[src/rtl/multi_initiator_pkg.sv]
// rtl/multi_initiator_pkg.sv - shared types and constants for the start/done initiator
//
// Holds the initiator FSM state encoding, default parameter values and the
// helper that sizes the wait counter so it can hold 0..TIMEOUT.
package multi_initiator_pkg;

  typedef enum logic [1:0] {
    IDLE  = 2'd0,
    START = 2'd1,
    WAIT  = 2'd2,
    RESP  = 2'd3
  } state_t;

  localparam int DEF_WIDTH   = 32;
  localparam int DEF_TIMEOUT = 15;
  localparam int DEF_CNT_W   = 8;

  // Bits needed for a counter that can reach TIMEOUT.
  function automatic int wait_cnt_width(input int timeout);
    return $clog2(timeout + 1);
  endfunction

endpackage

[src/rtl/multi_initiator_sat.sv]
// rtl/multi_initiator_sat.sv - saturating event counter for initiator statistics
//
// Ports:
//   clock  clock
//   reset  synchronous, active-high; clears value
//   inc    count one event this cycle
//   value  current count, sticks at all-ones
module sat_counter #(
  parameter int W = 8
) (
  input  logic         clock,
  input  logic         reset,
  input  logic         inc,
  output logic [W-1:0] value
);

  always_ff @(posedge clock) begin
    if (reset) begin
      value <= '0;
    end else if (inc && (value != {W{1'b1}})) begin
      value <= value + W'(1);
    end
  end

endmodule

[src/rtl/multi_initiator.sv]
// rtl/multi_initiator.sv - stream-to-start/done initiator with timeout and statistics
//
// Accepts one request at a time, fires a single-cycle start pulse at the
// attached unit with the operand held on unit_inp, waits for done (or gives
// up after TIMEOUT wait cycles) and returns the result on the response stream.
//
// Ports:
//   clock, reset            clock; synchronous active-high reset
//   req_valid/ready/data    request stream (ready only in IDLE)
//   unit_start, unit_inp    start pulse and held operand to the unit
//   unit_done, unit_out     completion strobe and result from the unit
//   rsp_valid/ready/data    response stream, data 0 on timeout
//   rsp_timeout             response is a timeout (qualified by rsp_valid)
//   busy                    transaction in progress
//   done_count              completed transactions, saturating
//   timeout_count           timed-out transactions, saturating
module multi_initiator
  import multi_initiator_pkg::*;
#(
  parameter int WIDTH   = DEF_WIDTH,
  parameter int TIMEOUT = DEF_TIMEOUT,
  parameter int CNT_W   = DEF_CNT_W
) (
  input  logic             clock,
  input  logic             reset,
  input  logic             req_valid,
  output logic             req_ready,
  input  logic [WIDTH-1:0] req_data,
  output logic             unit_start,
  output logic [WIDTH-1:0] unit_inp,
  input  logic             unit_done,
  input  logic [WIDTH-1:0] unit_out,
  output logic             rsp_valid,
  input  logic             rsp_ready,
  output logic [WIDTH-1:0] rsp_data,
  output logic             rsp_timeout,
  output logic             busy,
  output logic [CNT_W-1:0] done_count,
  output logic [CNT_W-1:0] timeout_count
);

  localparam int             WCW       = wait_cnt_width(TIMEOUT);
  localparam logic [WCW-1:0] WAIT_LAST = WCW'(TIMEOUT - 1);

  state_t         state, state_next;
  logic [WCW-1:0] wait_cnt;
  logic           done_hit;
  logic           timeout_hit;

  always_ff @(posedge clock) begin
    if (reset) begin
      state <= IDLE;
    end else begin
      state <= state_next;
    end
  end

  // done_hit/timeout_hit are only raised in WAIT, so a stray done in any
  // other state has no effect. Done takes priority over the timeout.
  always_comb begin
    state_next  = state;
    done_hit    = 1'b0;
    timeout_hit = 1'b0;
    req_ready   = 1'b0;
    unit_start  = 1'b0;
    rsp_valid   = 1'b0;
    busy        = 1'b1;
    case (state)
      IDLE: begin
        req_ready = 1'b1;
        busy      = 1'b0;
        if (req_valid) state_next = START;
      end
      START: begin
        unit_start = 1'b1;
        state_next = WAIT;
      end
      WAIT: begin
        if (unit_done) begin
          done_hit   = 1'b1;
          state_next = RESP;
        end else if (wait_cnt == WAIT_LAST) begin
          timeout_hit = 1'b1;
          state_next  = RESP;
        end
      end
      RESP: begin
        rsp_valid = 1'b1;
        if (rsp_ready) state_next = IDLE;
      end
      default: begin
        state_next = IDLE;
      end
    endcase
  end

  always_ff @(posedge clock) begin
    if (reset) begin
      unit_inp    <= '0;
      wait_cnt    <= '0;
      rsp_data    <= '0;
      rsp_timeout <= 1'b0;
    end else begin
      if ((state == IDLE) && req_valid) unit_inp <= req_data;

      // Counter leaves WAIT at TIMEOUT-1, so it never wraps.
      if (state == START) begin
        wait_cnt <= '0;
      end else if (state == WAIT) begin
        wait_cnt <= wait_cnt + WCW'(1);
      end

      if (done_hit) begin
        rsp_data    <= unit_out;
        rsp_timeout <= 1'b0;
      end else if (timeout_hit) begin
        rsp_data    <= '0;
        rsp_timeout <= 1'b1;
      end
    end
  end

  sat_counter #(.W(CNT_W)) u_done_count (
    .clock (clock),
    .reset (reset),
    .inc   (done_hit),
    .value (done_count)
  );

  sat_counter #(.W(CNT_W)) u_timeout_count (
    .clock (clock),
    .reset (reset),
    .inc   (timeout_hit),
    .value (timeout_count)
  );

endmodule
[config.mk]
export PLATFORM = sky130hd
export DESIGN_NAME = multi_initiator
export DESIGN_NICKNAME = d
export VERILOG_FILES = /design/src/rtl/multi_initiator_pkg.sv /design/src/rtl/multi_initiator_sat.sv /design/src/rtl/multi_initiator.sv
export SDC_FILE = /design/constraint.sdc
export NUM_CORES = 1
export LEC_CHECK = 0
export ABC_AREA = 1
export CAP_MARGIN = 20
export CORE_UTILIZATION = 45
export DETAILED_ROUTE_END_ITERATION = 7
export DONT_BUFFER_PORTS = 1
export MAX_ROUTING_LAYER = met4
export SLEW_MARGIN = 20
export SYNTH_ARGS = -nofsm -noshare
export SYNTH_HDL_FRONTEND = slang
export SYNTH_SLANG_ARGS = --single-unit
[constraint.sdc]
create_clock -name clock -period 1.73 [get_ports clock]
set_clock_uncertainty 0.1 [all_clocks]
set_input_delay 0.346 -clock clock [delete_from_list [all_inputs] [get_ports clock]]
set_output_delay 0.346 -clock clock [all_outputs]
set_load 0.01 [all_outputs]
# [Word-level counts from Yosys, hierarchy flattened]
# Index checks and enable logic that the tools add are counted.
[op_classes] reduce_logical=8 eq_ne=9 add_sub_neg=3 n_mux=16
[ops] cell="two-way mux 32 bit" n=2
[ops] cell="adder 8 x 1 -> 8 bit (second input constant)" n=2
[ops] cell="!= test 8 bit (second input constant)" n=2
[ops] cell="two-way mux 1 bit" n=9
[ops] cell="two-way mux 2 bit" n=4
[ops] cell="one-hot mux 2 bit (4 select lines)" n=1
[ops] cell="adder 4 x 1 -> 4 bit (second input constant)" n=1
[ops] cell="equality test 2 bit (second input constant)" n=2
[ops] cell="equality test 4 bit (second input constant)" n=1
[ops] cell="!= test 2 bit (second input constant)" n=2
[ops] cell="OR reduction 2 bit" n=2
[ops] cell="logical AND 1 bit" n=3
[ops] cell="!= test 3 bit (second input constant)" n=1
[ops] cell="AND reduction 3 bit" n=1
[ops] cell="equality test 2 x 1 -> 1 bit (second input constant)" n=1
[ops] cell="zero test 2 bit" n=1
[ops] cell="nonzero test 2 bit" n=1
[totals] regBits=87 output_inout_bits=85 wordCells=43 in_bits=69

# [Longest topological paths before layout]
[depth] word_depth=6 mapped_depth=10

# [Cells and area by module]
# A second synthesis with hierarchy kept.
[unflattened] cells_unflattened=497 area_unflattened_um2=4056.4
[by_module_without_submodules] module="multi_initiator" n_inst=1 area_each_um2=3088.0 cells_per_inst=343
[by_module_without_submodules] module="sat_counter" n_inst=2 area_each_um2=484.2 cells_per_inst=77

# [Least setup slack after synthesis]
# Ideal clock, no wire load.
[synth_timing] kind="reg2reg" startpoint="register state[0]" endpoint="register rsp_data[0]" arrival_time_ns=1.316 required_time_ns=1.559 path_slack_ns=0.243 path_buffers=2 period_less_slack_ns=1.487 path_stages_with_launch=10 path_cell_list="dfxtp_1 inv_1 ha_1 buf_4 nand2_2 inv_4 nor2_8 buf_6 nand2_1 a21oi_1"
[synth_via] elab_chain_cells=3 word_cells_on_any_way=5 classes_between="1 x eq/ne; 3 x mux; 1 x reduce/logical"
[synth_lines] item="start, declared" line="multi_initiator.sv:45" rtl="state_t state, state_next;"
[synth_lines] item="start signal, assigned" line="multi_initiator.sv:54" rtl="state <= state_next;"
[synth_lines] item="equality test 2 bit (*)" line="multi_initiator.sv:68" rtl="case (state)"
[synth_lines] item="two-way mux 1 bit" line="multi_initiator.sv:68"
[synth_lines] item="two-way mux 32 bit or nonzero test 2 bit (tied branches)"
[synth_lines] item="end signal, assigned" line="multi_initiator.sv:114" rtl="rsp_data <= unit_out;"
[synth_lines] item="end, declared" line="multi_initiator.sv:35" rtl="output logic [WIDTH-1:0] rsp_data,"
# Mark *: on every way between the ends. The rest lies on a longest branch, timed or not.
# A chain may end at the register's enable or synchronous reset.

# [Worst setup path in the final report]
[layout_timing] startpoint="register state[1]" endpoint="output port busy"
[layout_via] elab_chain_cells=2
[layout_lines] item="zero test 2 bit" line="multi_initiator.sv:68"
[layout_lines] item="two-way mux 1 bit" line="multi_initiator.sv:68"
[layout_lines] item="end, declared" line="multi_initiator.sv:37" rtl="output logic busy,"
# Every way passes these cells.

==> reports/qor.yml <==
ioPinCount: 154
multi_input_area_mm2: 0.00158
cts_buffers: 9
clock-sinks: 87
clkTransAtPathRegs_ns: 0.09
synth_nets: 551
synth_area_leaders: "dfxtp_1 (49%), nand2_1 (12%), nor2_1 (11%)"
ant_nets: 0
ys_seq_area_frac: 0.490
die_area_mm2: 0.00826
cts_buffer_depth: 2
drt_iter0_drc: 90
min_path_type: "in -> reg"
setup_tns_ns: 0
cp_max_fo: 4
cp.arrival_ns: 1.18
rsz0062_at_grt: "no"
hold_ws_ns: 0.0359
tritoncts: "yes"
finalSetupViolCount: 0
htreeDepth: 3
numPortBuffers: 0
crit_required_ns: 1.28
cap_violations: 0
start_util: 0.462
p_leak_nw: 1.57
vias: 2963
drc: 0
hold_viol: 0
finalNonFillerCells: 588
routedWlPerCell_um: 13.9
vdd_ir_drop_max_v: 0.000791
yosys_warnings: 0
synth-seq-cells: 87
end_kind: "output pin"
min_period_over_period: 0.939
yosysUniqueCellTypes: 30
core_area_mm2: 0.00769
num_antenna_cells: 0
maxSlewHeadroom: 0.784
fillers: 767
fin_util: 0.513
drive_gt1_frac: 0.103
dp.cells: 569
die_w_um: 90.9
finalWirelength_mm: 8.16
layout_common_cells: "nand2_1 (111), nor2_1 (101), dfxtp_1 (86)"
gr-total-overflow: 0
std_cell_rows: 32
fmaxAchievable_mhz: 616
syn-mean-instance-area_um2: 7.52
yosysTopAreaCell: "dfxtp_1"
drt-pass1-iter-count: 6
nets: 559
p_per_area_mw_per_mm2: 1310
grtUsageTotal: 0.200
status: "completed"
routed_via_density: 5.04
grt_pass1_vias: 2794
die_h_um: 90.9
area_growth_pct: 10.9
hpwlAfterDp_mm: 5.65
min_period_ns: 1.62
critPathKind: "reg -> out"
clock-root-buffer: "clkbuf_8"
grt_max_degree: 41
seq_area_mm2: 0.00174
worstMarginPinSlew_ns: 0.324
antenna_found_initial: 0
insertion_delay_ns: 0.34
synth.top_cell.area_share: 0.490
startpoint_type: "flop"
syn-cell-area_mm2: 0.00355
slew_violations: 0
grt_pass1_wl_mm: 12.9
routabilityCongestion: 0.801
postSynthCellCount: 473
layout_commonest_cell: "nand2_1"
## kinds of logic (layout without fill, tap and decap cells)
family	Yosys count	count (layout)	share of synthesized area
AND/OR/NAND/NOR	246	247	0.290
flip-flops	87	87	0.490
AO/OA/AOI/OAI	78	78	0.113
buffers and inverters	50	62	0.0676
adder cells (fa/ha/maj)	9	9	0.0317
XOR/XNOR	3	3	0.00739
## where the power goes
part / switching, W / internal (W) / total (W)
sequential: 0.000362 / 0.00234 / 0.00270
combinational: 0.000724 / 0.000429 / 0.00115
clock: 0.000722 / 0.000572 / 0.00129
## area by class of cell
cell class                      count  area share
Tap cell                          102      0.0324
Sequential cell                    87       0.442
Multi-Input combinational cell    337       0.402
Clock buffer                       11      0.0359
Timing Repair Buffer               20      0.0517
Inverter                           26      0.0260
Clock inverter                      5      0.0105
## flip-flops by register name, indices dropped and copies added, names as in the netlist
name and count:
rsp_data 32, unit_inp 32, u_done_count.value 8, u_timeout_count.value 8
wait_cnt 4, state 2, rsp_timeout 1
## final timing paths
kind                              from                                 end  slack (ns)  cells past startpoint
min reg2reg  rsp_data[24]$_SDFFE_PP0P_           rsp_data[24]$_SDFFE_PP0P_        0.41                      2
max reg2reg      state[0]$_SDFFE_PP0P_  u_done_count.value[4]$_SDFFE_PP0P_        0.16                      8
max              state[1]$_SDFFE_PP0P_                                busy        0.11                      3
min                       unit_out[17]           rsp_data[17]$_SDFFE_PP0P_        0.04                      2
## worst max-delay path, stage by stage (launching register included)
cell	delay [ns]
dfxtp_2	0.36
inv_1	0.08
ha_1	0.26
inv_1	0.14
## metrics by stage
step                      setup slack (ns)  instance area [um^2]  total power (W)
after floorplan                      0.243                  3550          0.00360
after global placement               0.113                  3700          0.00381
after detailed placement            0.0670                  3700          0.00386
after CTS                           0.0338                  3910          0.00519
after global routing                0.0280                  3940          0.00551
final                                0.106                  3940          0.00515
## cells in the mapped netlist
| master | n |
|---|---|
| o21a_1 | 1 |
| inv_1 | 23 |
| dfxtp_1 | 87 |
| or2_2 | 1 |
| inv_4 | 2 |
| a21oi_1 | 39 |
| o22ai_1 | 1 |
| nand2_1 | 111 |
| nor3b_1 | 1 |
| clkbuf_1 | 10 |
| a211oi_1 | 1 |
| nand3_1 | 14 |
| nor2_2 | 1 |
| nand2_4 | 2 |
| inv_2 | 1 |
| a21oi_2 | 1 |
| nand2_2 | 2 |
| a31oi_1 | 1 |
| buf_6 | 4 |
| xor2_1 | 3 |
| o21ai_0 | 34 |
| nand4_1 | 7 |
| nand3b_1 | 1 |
| nor2_8 | 2 |
| buf_4 | 2 |
| ha_1 | 9 |
| nand3_2 | 1 |
| nor3_1 | 2 |
| buf_2 | 8 |
| nor2_1 | 101 |
## routing by layer
layer	vias to the layer above	part of all wire	GRT usage	wire, um
met2	96	0.47	0.333	3800
met4	0	0.022	0.0847	177
met1	1324	0.43	0.215	3530
li1	1527	-	-	-
met5	-	0	-	0
met3	16	0.081	0.0690	657
## timing repair
item | 4_1_cts | 5_1_grt
resized for setup | 0 | 2
setup endpoints to repair | 0 | 26
setup buffers | 0 | 1
hold buffers | 1 | 0
hold endpoints to repair | 40 | 0
Power figures use the tool's default switching activity.
